`config.mk`:
```
export PLATFORM = sky130hd
export DESIGN_NAME = elevator_floor_controller
export DESIGN_NICKNAME = d
export VERILOG_FILES = /design/src/rtl/elevator_floor_controller.sv
export SDC_FILE = /design/constraint.sdc
export NUM_CORES = 1
export LEC_CHECK = 0
export CAP_MARGIN = 20
export CELL_PAD_IN_SITES_DETAIL_PLACEMENT = 1
export CELL_PAD_IN_SITES_GLOBAL_PLACEMENT = 1
export CORE_MARGIN = 3
export CORE_UTILIZATION = 45
export CTS_CLUSTER_DIAMETER = 80
export CTS_CLUSTER_SIZE = 12
export DETAILED_ROUTE_END_ITERATION = 6
export PLACE_DENSITY = 0.89
export SLEW_MARGIN = 5
export SYNTH_ARGS = -nofsm -noshare
export SYNTH_HDL_FRONTEND = slang
export SYNTH_SLANG_ARGS = --single-unit
```
`constraint.sdc`:
```
create_clock -name clk -period 6.8 [get_ports clk]
set_input_delay 2.04 -clock clk [delete_from_list [all_inputs] [get_ports clk]]
set_output_delay 2.04 -clock clk [all_outputs]
set_load 0.05 [all_outputs]
```
`src/rtl/elevator_floor_controller.sv`:
```
// elevator_floor_controller: SCAN-ordered car controller that latches floor calls and drives a 3-bit floor code.
module elevator_floor_controller #(
  parameter int NUM_FLOORS    = 8,
  parameter int TRAVEL_CYCLES = 16,
  parameter int DOOR_CYCLES   = 32
) (
  input  logic                  clk,
  input  logic                  rst_n,
  input  logic [NUM_FLOORS-1:0] req,
  output logic                  floor_a2,
  output logic                  floor_a1,
  output logic                  floor_a0,
  output logic                  moving_up,
  output logic                  moving_down,
  output logic                  door_open,
  output logic [NUM_FLOORS-1:0] pending
);
  typedef enum logic [1:0] {IDLE, MOVING_UP, MOVING_DOWN, DOOR_OPEN} state_t;
  localparam int TW = $clog2(TRAVEL_CYCLES + 1);
  localparam int DW = $clog2(DOOR_CYCLES + 1);
  state_t state, state_n;
  logic [2:0] floor, floor_n, nf, fr;
  logic [NUM_FLOORS-1:0] pending_n, eff, clear_mask;
  logic [TW-1:0] ttmr, ttmr_n;
  logic [DW-1:0] dtmr, dtmr_n;
  logic last_up, last_up_n, above, below, t_tc, moving;
  assign {floor_a2, floor_a1, floor_a0} = floor;
  assign moving_up   = state == MOVING_UP;
  assign moving_down = state == MOVING_DOWN;
  assign door_open   = state == DOOR_OPEN;
  assign moving      = moving_up || moving_down;
  assign t_tc        = ttmr == TW'(TRAVEL_CYCLES - 1);
  assign nf          = moving_down ? floor - 3'd1 : floor + 3'd1;
  // calls ahead are judged from the floor the car is about to occupy
  assign fr          = (moving && t_tc) ? nf : floor;
  assign eff         = pending | req;
  always_comb begin
    above = 1'b0;
    below = 1'b0;
    for (int i = 0; i < NUM_FLOORS; i++) begin
      above = above | (eff[i] & (i > int'(fr)));
      below = below | (eff[i] & (i < int'(fr)));
    end
  end
  always_comb begin
    state_n    = state;
    floor_n    = floor;
    ttmr_n     = '0;
    dtmr_n     = '0;
    last_up_n  = last_up;
    clear_mask = '0;
    case (state)
      IDLE: begin
        if (eff[floor]) begin
          state_n           = DOOR_OPEN;
          clear_mask[floor] = 1'b1;
        end else if (above && (last_up || !below)) state_n = MOVING_UP;
        else if (below) state_n = MOVING_DOWN;
      end
      MOVING_UP, MOVING_DOWN: begin
        if (!t_tc) ttmr_n = ttmr + 1'b1;
        else begin
          floor_n   = nf;
          last_up_n = moving_up;
          if (eff[nf]) begin
            state_n        = DOOR_OPEN;
            clear_mask[nf] = 1'b1;
          end else if (!(moving_up ? above : below)) state_n = IDLE;
        end
      end
      DOOR_OPEN: begin
        // a call at the open floor is absorbed and holds the door longer
        clear_mask[floor] = 1'b1;
        if (req[floor]) dtmr_n = '0;
        else if (dtmr == DW'(DOOR_CYCLES - 1)) state_n = IDLE;
        else dtmr_n = dtmr + 1'b1;
      end
    endcase
    pending_n = eff & ~clear_mask;
  end
  always_ff @(posedge clk or negedge rst_n) begin
    if (!rst_n) begin
      state   <= IDLE;
      floor   <= '0;
      pending <= '0;
      ttmr    <= '0;
      dtmr    <= '0;
      last_up <= 1'b1;
    end else begin
      state   <= state_n;
      floor   <= floor_n;
      pending <= pending_n;
      ttmr    <= ttmr_n;
      dtmr    <= dtmr_n;
      last_up <= last_up_n;
    end
  end
endmodule

```
* Word-level counts from Yosys, hierarchy flattened *
Cells that the tools add are included.

storage, ports and cells
  flip-flop bits (word level) = 25
  latch bits = 0
  bits in writable memories = 0
  memory bits (read-only) = 0
  output and inout bits = 14
  logic and storage cells = 109
  memories = 0

cells by class
  add/subtract/negate cells = 4
  multiply operators = 0
  divide/modulo/power cells = 0
  $lt $le $gt $ge = 18
  eq/ne operators = 10
  shifts and indexed selects = 0
  multiplexer cells = 31
  bitwise operators = 29
  reduce and logical (&&, ||, !) cells = 11

operators by type and width
  kind                                                                             count
  8-bit 2-to-1 mux                                                                 3
  8-bit one-hot mux with 3 select lines                                            1
  6-bit 2-to-1 mux                                                                 3
  2-bit 2-to-1 mux                                                                 8
  1-bit bitwise AND                                                                14
  3-bit greater-than comparator (first input constant)                             4
  1-bit bitwise OR                                                                 12
  5-bit 2-to-1 mux                                                                 2
  1-bit binary-select mux with 3-bit select                                        3
  3-bit < comparator (first input constant)                                        3
  8-bit bitwise AND                                                                1
  3-bit by 4-bit < comparator with 1-bit output (second input constant)            2
  8-bit inverter                                                                   1
  8-bit bitwise OR                                                                 1
  6-bit by 1-bit adder with 6-bit output (second input constant)                   1
  1-bit demux with 3-bit select                                                    2
  6-bit by 5-bit equality test with 1-bit output (second input constant)           1
  3-bit by 1-bit >= comparator with 1-bit output (second input constant)           2
  2-bit by 3-bit greater-than comparator with 1-bit output (first input constant)  2
  1-bit by 3-bit < comparator with 1-bit output (first input constant)             2
  2-bit by 3-bit < comparator with 1-bit output (first input constant)             2
  1-bit 2-to-1 mux                                                                 6
  3-bit 2-to-1 mux                                                                 2
  2-bit one-hot mux with 3 select lines                                            1
  18 further kinds                                                                 24

* Longest topological paths before layout *
Gate-level depths: netlist of run 1.

  depth in word-level cells = 18
  mapped depth = 12
  gate-level depth less buffers = 11

* Least setup slack after synthesis of run 1 *
OpenSTA, ideal clock, no wires.

  path kind = input to register
  from = input req[2]
  to = register state[0]
  arrival = 3.882 ns
  required time = 6.675 ns
  path slack = 2.792 ns
  cell stages on the path = 8
  path buffers = 0
  path through = nor2_1 a21oi_1 a2111oi_2 nor3_1 nor4_2 mux2i_1 a311o_1 mux2_4

between the ends
  cells in the longest elaborated chain, start to end = 13
  elaborated cells between the ends (all ways) = 33
  classes of those cells = eq/ne: 3; mux: 12; bitwise: 14; reduce/logical: 4

RTL lines
  what                                   line  source
  start: declaration                     9     input logic [NUM_FLOORS-1:0] req,
  8-bit bitwise OR                       36    assign eff = pending | req;
  1-bit bitwise AND                      42    below = below | (eff[i] & (i < int'(fr)));
  1-bit bitwise OR (5 in a row)          42
  1-bit logical NOT                      57    end else if (above && (last_up || !below)) state_n = MOVING_UP;
  1-bit logical OR                       57
  1-bit logical AND                      57
  2-bit 2-to-1 mux                       57
  2-bit 2-to-1 mux                       54    if (eff[floor]) begin
  2-bit one-hot mux with 3 select lines  52    case (state)
  end signal: assignment                 90    state <= state_n;
  end: declaration                       21    state_t state, state_n;

Parallel ways exist; a longest one is shown, timed or not. The select of a mux whose other input is x is not followed.
A chain may end at the register's enable or synchronous reset.

* Worst setup path in the final report of run 1 *
Ends and elaborated chain as after synthesis.

==> results of run 1 <==
## final timing paths
check,end,start,slack [ns]
max in group asynchronous,last_up,rst_n,4.37
hold reg to reg,ttmr[0],ttmr[0],0.47
setup reg to reg,state[0],floor[0],2.93
min in group asynchronous,floor[1],rst_n,2.11
setup / recovery,state[0],req[2],2.42
hold / removal,ttmr[0],ttmr[0],0.47
## layer usage
metal | GRT usage [%] | routed length (µm) | part of all wire, %
met1 | 35.6 | 2770 | 47
met2 | 36.3 | 2670 | 46
met3 | 3.32 | 332 | 5.7
met4 | 7.10 | 77 | 1.3
met5 | 0 | 0 | 0
## worst max-delay path, stage by stage
cell and delay (ns):
clkdlybuf4s50_1 0.41, nor2_1 0.25, a21oi_1 0.14, a2111oi_2 0.40, nor3_1 0.09, nor4_2 0.36
mux2i_1 0.12, a311o_1 0.41, mux2_4 0.31
## placed cells by master, fill, tap and decap left out, types with 2 or more instances in the layout
master,instances
a221oi_1,2
xor2_1,3
nor3b_1,3
o211ai_1,2
a21o_1,2
o22ai_1,3
nor4_1,5
mux2i_1,5
nor3_1,15
nor2_1,27
mux2_2,3
o21ai_0,9
a21oi_1,13
a311oi_1,2
nand2_1,18
ha_1,7
clkdlybuf4s50_1,23
and3_1,2
dfrtp_1,24
inv_1,9
nand2b_1,4
or2_2,3
a31oi_1,5
nand3_1,8
and4_1,2
a211oi_1,2
xnor2_1,6
a21boi_0,2
clkbuf_8,3
## layout make-up
cell class	count	area, µm²	area share (%)
multi-input cells	184	1260	55.3
inverters	10	37.5	1.65
flip-flops and latches	25	627	27.6
clock inverters	1	7.51	0.331
well taps	50	62.6	2.76
clock buffers	3	41.3	1.82
repair buffers	24	238	10.5
## state kept, by name, summed over array words and instances, names as in the netlist
name	cells
pending	8
dtmr	6
ttmr	5
floor	3
state	2
last_up	1
## through the flow
stage	std cells	instance area, µm²	worst slack [ns]
after global placement	293	2220	2.20
final	297	2270	2.42
after detailed placement	293	2220	2.14
after CTS	297	2270	2.43
after global routing	297	2270	2.27
after floorplan	230	1970	2.79
## power breakdown
group | internal (mW) | leakage, nW | total, mW | switching [mW]
combinational | 0.127 | 0.638 | 0.382 | 0.255
sequential | 0.169 | 0.283 | 0.188 | 0.0187
clock | 0.0417 | 0.0217 | 0.0971 | 0.0554
## kinds of logic after synthesis
logic type	after synthesis	synth area share (%)
and+or+nand+nor	98	26.4
xor gates and xnor gates	12	6.79
muxes	9	5.01
adders and majority gates	8	5.45
buffers and inverters	21	4.57
AOI/OAI and AO/OA	57	20.0
DFF	25	31.8
==> flow_metrics.env, run 1 <==
export IMPL_cts_clk_slew_worst_paths_ns=0.09
export IMPL_timing_worst_setup_path_type="primary input to flop"
export IMPL_critical_path_endpoint_type="flop"
export IMPL_synth_top_cell_by_area="dfrtp_1"
export IMPL_status="finished clean"
export IMPL_die_w_um=72.2
export IMPL_rows=23
export IMPL_cts_path_max_buffers=2
export IMPL_yosys_warnings=0
export IMPL_avgViaCountPerCell=6.26
export IMPL_gp_congestion=0.898
export IMPL_die_area_um2=5220
export IMPL_cts_resized=0
export IMPL_yosysTopAreaCellShare_pct=30.4
export IMPL_ys_seq_elements=25
export IMPL_cts_htree_levels=1
export IMPL_area_growth_pct=15.0
export IMPL_drive_gt1_share_pct=8.50
export IMPL_synth_most_common_cell="nor2_1"
export IMPL_portBuffers=23
export IMPL_postSynthCellCount=230
export IMPL_drt_total_wl_mm=5.86
export IMPL_maxCapViolations=0
export IMPL_synth_edff_count=0
export IMPL_insertion_delay_ns=0.29
export IMPL_grt_pass1_wl_mm=9.76
export IMPL_core_um2=4120
export IMPL_vias=1860
export IMPL_drt_initial_drc_count=198
export IMPL_cts_buffers=3
export IMPL_rsz0062_at_grt="false"
export IMPL_utilization_pct=55.2
export IMPL_initial_core_util_pct=47.9
export IMPL_power_mw=0.667
export IMPL_reg2reg_depth=9
export IMPL_p_leak_nw=0.943
export IMPL_drc=0
export IMPL_fin_nets=266
export IMPL_nFillCells=487
export IMPL_fin_crit_ns=4.38
export IMPL_synth_area_leaders="dfrtp_1 30%, nor2_1 5.1%, ha_1 4.4%"
export IMPL_fin_setup_tns_ns=0
export IMPL_hold_viol=0
export IMPL_clkSinkCount=25
export IMPL_async_reset_ff_share_pct=100
export IMPL_worstPathRequired_ns=6.97
export IMPL_hp_class="flop to flop"
export IMPL_syn_nets=248
export IMPL_synth_cell_types=64
export IMPL_fmax_mhz=228
export IMPL_ios=24
export IMPL_synth_area_per_cell_um2=8.58
export IMPL_ys_seq_area_share_pct=31.8
export IMPL_setup_viol=0
export IMPL_finalCritPeriodShare_pct=64.4
export IMPL_grt_pass1_vias=1893
export IMPL_worst_pin_slew_ns=0.942
export IMPL_cp_arrival_ns=4.55
export IMPL_overflow=0
export IMPL_cts_hold_buf=0
export IMPL_cts_tree="yes"
export IMPL_antennaDiodeCount=0
export IMPL_dieHeight_um=72.2
export IMPL_cp_max_fo=4
export IMPL_slew_headroom_pct=37.2
export IMPL_start_kind="primary input"
export IMPL_ys_flop_type="dfrtp_1"
export IMPL_first_pass_iters=5
export IMPL_drv_slew=0
export IMPL_post_cts_setup_buffers=0
export IMPL_whs_ns=0.466
export IMPL_synth_common_cells="27 x nor2_1, 24 x dfrtp_1, 18 x nand2_1, 15 x nor3_1, 13 x a21oi_1"
export IMPL_skew_ns=0.0186
export IMPL_peakVddDrop_mv=0.145
export IMPL_dp_hpwl_mm=4.26
export IMPL_drtAntennaViolNets=0
export IMPL_cts_root_buf="clkbuf_8"
export IMPL_hold_depth=1
export IMPL_grt_max_degree=30
export IMPL_power_density_nw_per_um2=294
export IMPL_track_usage_pct=24.0
export IMPL_synth_area_um2=1970
export IMPL_wl_per_cell_um=19.7
export IMPL_antenna_found_initial=0
Note: power is estimated with default switching activity, not from simulation.
==> run 2, diff against run 1 <==
- CORE_UTILIZATION: 45 -> 38
- PLACE_DENSITY: 0.89 -> 0.81
- clock period: 6.8 -> 3.7 ns (I/O delays scaled with it)
==> flow_metrics.env, run 2 (synthesized netlist as in run 1, its figures left out) <==
export IMPL_reg_top3="pending x8, dtmr x6, ttmr x5"
export IMPL_clkSinkCount=25
export IMPL_worst_pin_slew_ns=0.583
export IMPL_utilization_pct=48.9
export IMPL_cts_htree_levels=1
export IMPL_gp_congestion=0.912
export IMPL_status="finished clean"
export IMPL_drt_total_wl_mm=5.99
export IMPL_first_pass_iters=4
export IMPL_die_w_um=78.1
export IMPL_layout_common_cells="27 x nor2_1, 24 x dfrtp_1, 23 x clkdlybuf4s50_1"
export IMPL_fin_nets=277
export IMPL_layout_commonest_cell="nor2_1"
export IMPL_cts_clk_slew_worst_paths_ns=0.09
export IMPL_cts_tree="yes"
export IMPL_vias=1937
export IMPL_hold_viol=0
export IMPL_hp_class="flop to flop"
export IMPL_fin_crit_ns=3.55
export IMPL_timing_worst_setup_path_type="flop to flop"
export IMPL_portBuffers=23
export IMPL_ios=24
export IMPL_cts_root_buf="clkbuf_8"
export IMPL_reg2reg_depth=11
export IMPL_ff2ff_setup_slack_ns=0.15
export IMPL_drc=0
export IMPL_critical_path_endpoint_type="flop"
export IMPL_whs_ns=0.468
export IMPL_antennaDiodeCount=0
export IMPL_rows=25
export IMPL_drt_initial_drc_count=129
export IMPL_fmax_mhz=282
export IMPL_largest_reg_flops=8
export IMPL_initial_core_util_pct=40.4
export IMPL_die_area_um2=6090
export IMPL_rsz0062_at_grt="false"
export IMPL_slew_headroom_pct=60.7
export IMPL_cp_arrival_ns=3.72
export IMPL_setup_viol=0
export IMPL_hold_depth=1
export IMPL_power_mw=1.28
export IMPL_grt_max_degree=29
export IMPL_largest_register="pending"
export IMPL_drive_gt1_share_pct=12.8
export IMPL_power_density_nw_per_um2=537
export IMPL_hold_start="ttmr[0]"
export IMPL_holdPathEnd="ttmr[0]"
export IMPL_track_usage_pct=20.7
export IMPL_worstReg2RegEnd="state[0]"
export IMPL_core_um2=4880
export IMPL_wl_per_cell_um=18.4
export IMPL_avgViaCountPerCell=5.96
export IMPL_overflow=0
export IMPL_grt_pass1_wl_mm=9.95
export IMPL_cp_max_fo=8
export IMPL_skew_ns=0.00820
export IMPL_drv_slew=0
export IMPL_dieHeight_um=78.1
export IMPL_dp_hpwl_mm=4.56
export IMPL_cts_path_max_buffers=2
export IMPL_grt_pass1_vias=1977
export IMPL_finalCritPeriodShare_pct=95.9
export IMPL_worstPathRequired_ns=3.87
export IMPL_drtAntennaViolNets=0
export IMPL_p_leak_nw=0.996
export IMPL_area_growth_pct=21.0
export IMPL_r2r_start="state[0]"
export IMPL_insertion_delay_ns=0.28
export IMPL_maxCapViolations=0
export IMPL_start_kind="flop"
export IMPL_antenna_found_initial=0
export IMPL_cts_buffers=3
export IMPL_peakVddDrop_mv=0.282
## run 2: cell types whose count changed in the layout (fill, tap and decap cells not counted), sizes merged
cell,before,now
buf,1,12
## run 2: through the flow
step	instance area (µm²)	instances	worst slack [ns]	setup TNS, ns
finish	2390	325	0.152	0
global route	2390	325	0.0675	0
CTS	2370	325	0.0419	0
detailed placement	2320	321	-0.0393	-0.0393
global placement	2320	321	0.101	0
floorplan	1970	230	0.0666	0
## run 2: routing by layer
| metal | GRT usage (%) | part of all wire, % | vias to the layer above | wire [µm] |
|---|---|---|---|---|
| met5 | 0 | 0 | - | 0 |
| met4 | 6.12 | 1.7 | 0 | 99 |
| met3 | 2.18 | 5.4 | 9 | 323 |
| met2 | 34.6 | 48 | 67 | 2870 |
| met1 | 28.3 | 45 | 957 | 2690 |
| li1 | - | - | 904 | - |
## run 2: final cells by class
| type | instances | area, µm² |
|---|---|---|
| Clock buffer | 3 | 41.3 |
| Clock inverter | 1 | 7.51 |
| Fill cell | 598 | 2490 |
| Inverter | 10 | 37.5 |
| Multi-Input combinational cell | 184 | 1270 |
| Sequential cell | 25 | 627 |
| Tap cell | 67 | 83.8 |
| Timing Repair Buffer | 35 | 320 |
## run 2: worst max-delay path by stage
| stage | from | endpoint | slack [ns] |
|---|---|---|---|
| after floorplan | state[0] | state[0] | 0.07 |
| after global placement | req[2] | state[0] | 0.10 |
| after detailed placement | req[6] | state[0] | -0.04 |
| after CTS | state[0] | state[0] | 0.04 |
| after global routing | state[0] | state[0] | 0.07 |
| final | state[0] | state[0] | 0.15 |
## run 2: timing repair
action | in CTS | in global routing
resized for setup | 0 | 2
hold endpoints to repair | 0 | 0
hold buffers | 0 | 0
setup endpoints to repair | 0 | 1
setup buffers | 0 | 0
## run 2: power breakdown
part	internal, mW	leakage (nW)	switching (mW)	total, mW
registers	0.311	0.283	0.0367	0.347
clock network	0.0767	0.0217	0.0985	0.175
logic	0.286	0.691	0.473	0.760
## run 2: worst max-delay path, cell delays in order (launching register included)
cell     delay, ns
dfrtp_1       0.43
inv_1         0.11
ha_1          0.26
fa_2          0.43
xor2_4        0.24
or4_1         0.56
nand2_1       0.10
nor3_1        0.06
nor4_2        0.38
mux2i_1       0.13
a311o_1       0.41
mux2_4        0.32
==> run 3, diff against run 2 <==
--- a/config.mk
+++ b/config.mk
@@ -13,4 +13,5 @@
 export CTS_CLUSTER_DIAMETER = 80
-export CTS_CLUSTER_SIZE = 12
+export CTS_CLUSTER_SIZE = 20
 export DETAILED_ROUTE_END_ITERATION = 6
+export GPL_TIMING_DRIVEN = 0
 export PLACE_DENSITY = 0.81
==> constraint.sdc (replaced) <==
create_clock -name clk -period 3.7 [get_ports clk]
set_input_delay 0.74 -clock clk [delete_from_list [all_inputs] [get_ports clk]]
set_output_delay 0.74 -clock clk [all_outputs]
set_load 0.05 [all_outputs]
==> flow_metrics.env, run 3 (synthesized netlist as in run 1, its figures left out) <==
export IMPL_drc=0
export IMPL_dieHeight_um=78.1
export IMPL_critPathTopFamily="simple AND/OR/NAND/NOR gates"
export IMPL_antennaDiodeCount=0
export IMPL_reg_top3="pending x8, dtmr x6, ttmr x5"
export IMPL_skew_ns=0.0173
export IMPL_cts_hold_buf=0
export IMPL_core_um2=4880
export IMPL_layout_common_cells="27 x nor2_1, 24 x dfrtp_1, 23 x clkdlybuf4s50_1"
export IMPL_clkSinkCount=25
export IMPL_worstPathRequired_ns=3.87
export IMPL_swShare_pct=49.0
export IMPL_seqPwrFrac_pct=27.7
export IMPL_hp_class="flop to flop"
export IMPL_cp_arrival_ns=3.70
export IMPL_first_pass_iters=4
export IMPL_overflow=0
export IMPL_stdcell_count=325
export IMPL_layout_commonest_cell="nor2_1"
export IMPL_place_inst=321
export IMPL_die_w_um=78.1
export IMPL_critical_path_endpoint_type="flop"
export IMPL_insertion_delay_ns=0.29
export IMPL_largest_reg_flops=8
export IMPL_cts_root_buf="clkbuf_8"
export IMPL_cp_num_cells=11
export IMPL_avgViaCountPerCell=5.94
export IMPL_finalCritPeriodShare_pct=95.5
export IMPL_cts_buffers=3
export IMPL_crit_slowest_cell="or4_1"
export IMPL_initial_core_util_pct=40.4
export IMPL_p_switching_mw=0.613
export IMPL_hold_viol=0
export IMPL_grt_pass1_wl_mm=10.3
export IMPL_portBuffers=23
export IMPL_busiest_layer="met2"
export IMPL_ios=24
export IMPL_cts_htree_levels=1
export IMPL_drv_slew=0
export IMPL_p_int_mw=0.638
export IMPL_cp_max_fo=8
export IMPL_crit_top_cell="and4_1"
export IMPL_grt_max_degree=19
export IMPL_vias=1931
export IMPL_antenna_found_initial=0
export IMPL_pwr_share_clk_pct=14.7
export IMPL_fin_nets=277
export IMPL_slew_headroom_pct=65.4
export IMPL_die_area_um2=6090
export IMPL_start_kind="flop"
export IMPL_maxCapViolations=0
export IMPL_setup_viol=0
export IMPL_dp_hpwl_mm=4.62
export IMPL_area_growth_pct=20.0
export IMPL_power_density_nw_per_um2=528
export IMPL_p_leak_nw=0.974
export IMPL_worst_pin_slew_ns=0.515
export IMPL_peakVddDrop_mv=0.243
export IMPL_fin_crit_ns=3.53
export IMPL_hold_depth=1
export IMPL_reg2reg_depth=11
export IMPL_cp_cell_sequence="inv_1, ha_2, fa_2, xor2_4, or4_1, o211a_1, o32a_1, and4_1, and4_1, a311o_1, mux2_4"
export IMPL_utilization_pct=48.5
export IMPL_whs_ns=0.460
export IMPL_grt_pass1_vias=2018
export IMPL_largest_register="pending"
export IMPL_worst_path_buf_inv=1
export IMPL_met3_usage_pct=2.64
export IMPL_drive_gt1_share_pct=12.0
export IMPL_power_mw=1.25
export IMPL_gp_congestion=0.952
export IMPL_cpPeakStageDelay_ns=0.56
export IMPL_drt_initial_drc_count=177
export IMPL_wl_per_cell_um=18.6
export IMPL_combPwrFrac_pct=57.6
export IMPL_track_usage_pct=21.2
export IMPL_grt_use_met1_pct=30.2
export IMPL_status="finished clean"
export IMPL_timing_worst_setup_path_type="flop to flop"
export IMPL_drt_total_wl_mm=6.04
export IMPL_cts_path_max_buffers=2
export IMPL_grt_util_met2_pct=33.3
export IMPL_cts_tree="yes"
export IMPL_drtAntennaViolNets=0
export IMPL_rows=25
export IMPL_cts_clk_slew_worst_paths_ns=0.09
export IMPL_fmax_mhz=283
-- run 3: worst reg2reg max path, stage by stage, from the launching register on --
cell	delay (ns)
dfrtp_1	0.41
inv_1	0.10
ha_2	0.29
fa_2	0.44
xor2_4	0.21
or4_1	0.56
o211a_1	0.16
o32a_1	0.21
and4_1	0.17
and4_1	0.19
a311o_1	0.37
mux2_4	0.31
-- run 3: layout make-up --
cell class	instances	area [µm²]
Buffer	11	53.8
Clock buffer	3	41.3
Clock inverter	1	7.51
Fill cell	601	2510
Inverter	10	37.5
Multi-Input combinational cell	184	1270
Sequential cell	25	627
Tap cell	67	83.8
Timing Repair Buffer	24	245
-- run 3: path summary, 6_finish.rpt --
kind                                    to  slack [ns]  startpoint
worst max-delay path              state[0]        0.17    state[0]
worst min-delay path               dtmr[0]        0.46     dtmr[0]
worst max register to register    state[0]        0.17    state[0]
worst min register to register     dtmr[0]        0.46     dtmr[0]
max in group asynchronous          last_up        2.39       rst_n
min in group asynchronous       pending[1]        0.74       rst_n
-- run 3: metrics by stage --
step	area, µm²	setup WS (ns)	setup TNS, ns
after floorplan	1970	0.0666	0
after global placement	2290	0.0506	0
after detailed placement	2300	-0.0731	-0.0731
after CTS	2370	0.0191	0
after global routing	2370	-0.00125	-0.00125
final	2370	0.166	0
-- run 3: repair_timing --
item,in CTS,in global routing
endpoints found under the setup margin,1,1
pin swaps,1,0
resized for setup,3,2
hold endpoints to repair,0,0
setup buffers,0,0
gates cloned,0,0
-- run 3: routing by layer --
| metal | routed length [µm] | vias up |
|---|---|---|
| met5 | 0 | - |
| met4 | 160 | 0 |
| met3 | 300 | 13 |
| met2 | 2780 | 72 |
| met1 | 2800 | 946 |
| li1 | - | 900 |
-- run 3: power groups by stage --
stage / Sequential [mW] / Combinational, mW / Clock (mW)
3_3_place_gp: 0.349 / 0.684 / 0
2_1_floorplan: 0.364 / 0.483 / 0
5_1_grt: 0.353 / 0.783 / 0.202
4_1_cts: 0.345 / 0.723 / 0.186
3_5_place_dp: 0.352 / 0.701 / 0
6_report: 0.347 / 0.720 / 0.184
